`src/rtl/mau_pkg.sv`:
```
// Shared encodings for the memory access unit: request sizes, FSM states and
// the lane-offset helper used by both the FSM and the lane datapath.
package mau_pkg;

  typedef enum logic [1:0] {
    SZ_BYTE = 2'b00,
    SZ_HALF = 2'b01,
    SZ_WORD = 2'b10,
    SZ_RSVD = 2'b11
  } size_e;

  typedef enum logic [1:0] {
    ST_IDLE = 2'b00,
    ST_RD   = 2'b01,
    ST_WR   = 2'b10,
    ST_RESP = 2'b11
  } state_e;

  localparam logic [31:0] WORD_MASK = 32'hFFFF_FFFF;

  // Lane offset with the bits that a size cannot address forced to zero, so a
  // misaligned access that is allowed through lands on its natural lane.
  function automatic logic [1:0] lane_off(input size_e sz, input logic [1:0] a);
    logic [1:0] off;
    case (sz)
      SZ_BYTE: off = a;
      SZ_HALF: off = {a[1], 1'b0};
      default: off = 2'b00;
    endcase
    return off;
  endfunction

endpackage

```
`src/rtl/byte_lane_unit.sv`:
```
// Combinational lane steering: merges store data into a read word and extracts
// a right-justified, optionally sign-extended load value from a memory word.
module byte_lane_unit
  import mau_pkg::*;
(
  input  logic [31:0] rdbuf_i,
  input  logic [31:0] wdata_i,
  input  logic [31:0] word_i,
  input  size_e       size_i,
  input  logic [1:0]  off_i,
  input  logic        signed_i,
  output logic [31:0] merged_o,
  output logic [31:0] extract_o
);

  logic [4:0]  shift;
  logic [31:0] lane_mask;
  logic [31:0] lane_data;
  logic [31:0] shifted;

  assign shift = {off_i, 3'b000};

  always_comb begin
    lane_mask = '0;
    lane_data = '0;
    case (size_i)
      SZ_BYTE: begin
        lane_mask = 32'h0000_00FF << shift;
        lane_data = {4{wdata_i[7:0]}};
      end
      SZ_HALF: begin
        lane_mask = 32'h0000_FFFF << shift;
        lane_data = {2{wdata_i[15:0]}};
      end
      default: begin
        lane_mask = WORD_MASK;
        lane_data = wdata_i;
      end
    endcase
    merged_o = (rdbuf_i & ~lane_mask) | (lane_data & lane_mask);
  end

  always_comb begin
    shifted   = word_i >> shift;
    extract_o = word_i;
    case (size_i)
      SZ_BYTE: extract_o = {{24{signed_i & shifted[7]}}, shifted[7:0]};
      SZ_HALF: extract_o = {{16{signed_i & shifted[15]}}, shifted[15:0]};
      default: extract_o = word_i;
    endcase
  end

endmodule

```
`src/rtl/mem_access_unit.sv`:
```
// MEM-stage initiator for a word-wide data memory. Sub-word stores are done as
// read-modify-write; every accepted request gets exactly one response pulse.
module mem_access_unit
  import mau_pkg::*;
#(
  parameter int ADDR_W      = 32,
  parameter bit ALIGN_CHECK = 1'b1
) (
  input  logic              clk,
  input  logic              rst,
  input  logic              req_valid,
  output logic              req_ready,
  input  logic              req_we,
  input  logic [1:0]        req_size,
  input  logic              req_signed,
  input  logic [ADDR_W-1:0] req_addr,
  input  logic [31:0]       req_wdata,
  output logic              resp_valid,
  output logic [31:0]       resp_rdata,
  output logic              resp_err,
  output logic [ADDR_W-1:0] mr,
  output logic [31:0]       mqb,
  output logic              mwmem,
  input  logic [31:0]       mdo
);

  state_e            state_q, state_d;
  logic [ADDR_W-1:0] addr_q;
  size_e             size_q;
  logic              we_q;
  logic              signed_q;
  logic [31:0]       wdata_q;
  logic [31:0]       rdbuf_q;
  logic              err_q;

  logic        accept;
  logic        misalign;
  logic        req_err;
  logic [1:0]  off;
  logic [31:0] merged;
  logic [31:0] extracted;

  assign accept   = req_valid & (state_q == ST_IDLE);
  assign misalign = ((req_size == SZ_HALF) && req_addr[0]) ||
                    ((req_size == SZ_WORD) && (req_addr[1:0] != 2'b00));
  assign req_err  = (req_size == SZ_RSVD) || (ALIGN_CHECK && misalign);

  always_comb begin
    state_d = state_q;
    case (state_q)
      ST_IDLE: begin
        if (req_valid) begin
          if (req_err)                 state_d = ST_RESP;
          else if (!req_we)            state_d = ST_RD;
          else if (req_size == SZ_WORD) state_d = ST_WR;
          else                         state_d = ST_RD;
        end
      end
      ST_RD:   state_d = we_q ? ST_WR : ST_RESP;
      ST_WR:   state_d = ST_RESP;
      ST_RESP: state_d = ST_IDLE;
      default: state_d = ST_IDLE;
    endcase
  end

  always_ff @(posedge clk) begin
    if (rst) begin
      state_q <= ST_IDLE;
      err_q   <= 1'b0;
    end else begin
      state_q <= state_d;
      if (accept) err_q <= req_err;
    end
  end

  // Request capture and read buffer carry data only, so they are not reset.
  always_ff @(posedge clk) begin
    if (accept) begin
      addr_q   <= req_addr;
      size_q   <= size_e'(req_size);
      we_q     <= req_we;
      signed_q <= req_signed;
      wdata_q  <= req_wdata;
    end
    if (state_q == ST_RD) rdbuf_q <= mdo;
  end

  assign off = lane_off(size_q, addr_q[1:0]);

  byte_lane_unit u_lanes (
    .rdbuf_i  (rdbuf_q),
    .wdata_i  (wdata_q),
    .word_i   (rdbuf_q),
    .size_i   (size_q),
    .off_i    (off),
    .signed_i (signed_q),
    .merged_o (merged),
    .extract_o(extracted)
  );

  // All memory-side outputs decode from registered state, so mwmem is settled
  // well before the memory's negedge write strobe.
  assign req_ready  = (state_q == ST_IDLE);
  assign resp_valid = (state_q == ST_RESP);
  assign resp_err   = resp_valid & err_q;
  assign resp_rdata = (resp_valid & ~err_q & ~we_q) ? extracted : 32'h0;
  assign mr         = ((state_q == ST_RD) || (state_q == ST_WR)) ?
                      {addr_q[ADDR_W-1:2], 2'b00} : '0;
  assign mqb        = (state_q == ST_WR) ? merged : 32'h0;
  assign mwmem      = (state_q == ST_WR) & ~rst;

endmodule

```
`config.mk`:
```
export PLATFORM = sky130hd
export DESIGN_NAME = mem_access_unit
export DESIGN_NICKNAME = d
export VERILOG_FILES = /design/src/rtl/mau_pkg.sv /design/src/rtl/byte_lane_unit.sv /design/src/rtl/mem_access_unit.sv
export SDC_FILE = /design/constraint.sdc
export NUM_CORES = 1
export LEC_CHECK = 0
export ABC_AREA = 1
export BUFFER_PORTS_ARGS = -buffer_cell sky130_fd_sc_hd__buf_2
export CAP_MARGIN = 10
export CORE_MARGIN = 2
export CORE_UTILIZATION = 53
export CTS_CLUSTER_DIAMETER = 30
export DETAILED_ROUTE_END_ITERATION = 7
export GPL_TIMING_DRIVEN = 0
export PLACE_DENSITY = 0.89
export SLEW_MARGIN = 10
export SYNTH_ARGS = -nofsm -noshare
export SYNTH_HDL_FRONTEND = slang
export SYNTH_SLANG_ARGS = --single-unit
```
`constraint.sdc`:
```
create_clock -name clk -period 6.8 [get_ports clk]
set_input_delay 1.36 -clock clk [delete_from_list [all_inputs] [get_ports clk]]
set_output_delay 1.36 -clock clk [all_outputs]
set_load 0.02 [all_outputs]
```
==> impl_metrics.env <==
export IMPL_reg2reg_slack_ns=4.85
export IMPL_postLayoutCellArea_um2=6625
export IMPL_cts_buffers=9
export IMPL_holdPathEnd="err_q"
export IMPL_rsz0062_at_grt="no"
export IMPL_relSlewSlack=0.4103
export IMPL_fp_dieH_um=103.4
export IMPL_crit_path_end_kind="output pin"
export IMPL_path_delay_family="buffers and inverters"
export IMPL_whs_path_depth=2
export IMPL_setup_violations=0
export IMPL_reg2reg_depth=6
export IMPL_avgViaCountPerCell=5.364
export IMPL_drt_iter0_markers=444
export IMPL_via_count=4913
export IMPL_die_w_um=103.4
export IMPL_grt_start_max_net_pins=71
export IMPL_synth_edf_count=100
export IMPL_fill_cells=787
export IMPL_finalHoldViolCount=0
export IMPL_diodes=0
export IMPL_netlist_area_um2=5240
export IMPL_drc_errors=0
export IMPL_crit_fanout=10
export IMPL_powerDensity_nw_per_um2=297.2
export IMPL_final_cell_mix="207 x buf_2, 107 x nand2_1, 100 x edfxtp_1, 81 x inv_1, 65 x o21ai_0"
export IMPL_firstDrtPassIters=5
export IMPL_ctsResizeCount=0
export IMPL_path_common_cell="buf_2"
export IMPL_fmax_ghz=0.2667
export IMPL_grt_pass1_vias=4731
export IMPL_clock_sinks=103
export IMPL_drive_above_1_share=0.3244
export IMPL_numPortBuffers=200
export IMPL_tightest_slew_ns=0.8845
export IMPL_grt_first_pass_wirelength_um=24120
export IMPL_cts_htree_levels=3
export IMPL_clock_latency_ns=0.37
export IMPL_root_buffer="clkbuf_8"
export IMPL_leakage_nw=3.381
export IMPL_period_minus_slack_ns=3.749
export IMPL_slowest_delay_ns=0.54
export IMPL_rows=36
export IMPL_arrival_ns=2.39
export IMPL_synthFlopType="edfxtp_1"
export IMPL_slowest_stage="edfxtp_1"
export IMPL_fin_setup_tns_ns=0
export IMPL_dp_hpwl_um=12360
export IMPL_final_util=0.6841
export IMPL_ios=203
export IMPL_tritoncts="yes"
export IMPL_final_common_cell="buf_2"
export IMPL_drt_total_wl_um=16310
export IMPL_syn_area_per_cell_um2=9.242
export IMPL_cp_depth=8
export IMPL_post_cts_buffers=0
export IMPL_worstReg2RegStart="state_q[0]"
export IMPL_min_delay_start="err_q"
export IMPL_die_area_um2=10700
export IMPL_nets=886
export IMPL_hold_buffers=0
export IMPL_cts_buffer_depth=2
export IMPL_ys_seq_area_frac=0.5845
export IMPL_track_usage=0.3025
export IMPL_synth_cells=567
export IMPL_cap_violations=0
export IMPL_finalCritPeriodShare=0.5513
export IMPL_ant_nets=0
export IMPL_skew_ns=0.01318
export IMPL_crit_buf_inv=4
export IMPL_wl_per_cell_um=17.81
export IMPL_final_max_slew_viol_count=0
export IMPL_synthToLayoutAreaGrowth_pct=26.43
export IMPL_async_flop_share=0
export IMPL_place_area_um2=6416
export IMPL_hp_class="reg -> reg"
export IMPL_synth_seq_cells=103
export IMPL_synth_cell_type_count=33
export IMPL_crit_type="reg -> out"
export IMPL_core_um2=9684
export IMPL_antenna_found_initial=0
export IMPL_overflow=0
export IMPL_cp_cell_sequence="inv_2, nor2_4, buf_2, a21oi_2, buf_2, o21ai_0, a21oi_1, buf_2"
export IMPL_initial_core_util=0.5411
export IMPL_status="completed"
export IMPL_cp_start_kind="flop"
export IMPL_ys_warn_count=0
export IMPL_routabilityCongestion=0.9265
export IMPL_fin_ws_ns=3.051
export IMPL_critical_path_required_ns=5.44
export IMPL_rr_endpoint="state_q[0]"
export IMPL_pre_cts_slack_ns=3.499
export IMPL_vdd_drop_max_mv=0.2230
export IMPL_clk_pin_slew_worst_paths_ns=0.10
-- flip-flops by register name, summed over array words and instances (netlist names) --
signal and count:
rdbuf_q 32, wdata_q 32, signed_q 1, addr_q 32
state_q 2, size_q 2, we_q 1, err_q 1
-- worst register-to-register path, delay by kind of cell, from the launching register on --
family          cells  cell delay, ns
compound gates      1            0.19
simple gates        2            0.38
buf+inv             2            0.76
flops               1            0.37
fa+ha+maj           1            0.19
-- cells in the mapped netlist, types with 2 or more instances --
cell type	instances	area share
a211oi_1	4	0.0057
a21oi_1	41	0.039
a31oi_1	12	0.014
buf_2	7	0.0067
buf_4	6	0.0086
buf_6	4	0.0086
clkbuf_1	13	0.0093
dfxtp_1	3	0.011
edfxtp_1	100	0.57
ha_1	4	0.0096
inv_1	82	0.059
inv_2	9	0.0064
nand2_1	107	0.077
nand3_1	31	0.030
nand3_4	2	0.0067
nand4_1	2	0.0024
nor2_1	58	0.042
nor2_2	2	0.0024
nor2_4	2	0.0043
o21ai_0	65	0.062
-- report_power, final --
group          internal (mW)  switching (mW)  total [mW]
sequential             0.818          0.0569       0.875
clock                  0.209           0.215       0.423
combinational          0.195           0.475       0.671
total                   1.22           0.747        1.97
-- area by class of cell --
class | count | area [µm²] | area share
Sequential cell | 103 | 3063 | 0.4623
Tap cell | 133 | 166.4 | 0.02512
Timing Repair Buffer | 200 | 1001 | 0.1511
Buffer | 31 | 177.7 | 0.02682
Clock buffer | 11 | 131.4 | 0.01983
Inverter | 91 | 344.1 | 0.05194
Clock inverter | 4 | 77.57 | 0.01171
Multi-Input combinational cell | 343 | 1664 | 0.2512
-- cell families after synthesis --
kind of cell | count (synthesis) | synth area share
simple gates | 211 | 0.1774
compound gates | 126 | 0.1287
buf+inv | 122 | 0.09909
flops | 103 | 0.5845
fa+ha+maj | 4 | 0.009551
other cells | 1 | 0.0007156
-- per-layer routing --
layer	GRT usage	wire [µm]
met1	0.3934	6289
met2	0.4913	7925
met3	0.06384	1676
met4	0.1336	422
met5	0	0
-- metrics by stage --
| stage | power (mW) | instances | hold WS (ns) |
|---|---|---|---|
| floorplan | 1.300 | 568 | 0.4515 |
| global placement | 1.529 | 901 | 0.4698 |
| detailed placement | 1.547 | 901 | 0.4805 |
| CTS | 1.959 | 916 | 0.4951 |
| finish | 1.969 | 916 | 0.4971 |
| global route | 2.059 | 916 | 0.5170 |
-- worst max path at each step --
stage | from | end | slack, ns
after global routing | addr_q[1] | mqb[11] | 2.91
after floorplan | req_valid | state_q[0] | 3.48
after global placement | req_valid | state_q[0] | 2.83
after CTS | addr_q[1] | mqb[11] | 3.10
after detailed placement | addr_q[1] | mqb[11] | 3.50
final | addr_q[1] | mqb[11] | 3.05
Note: power is estimated with default switching activity, not from simulation.
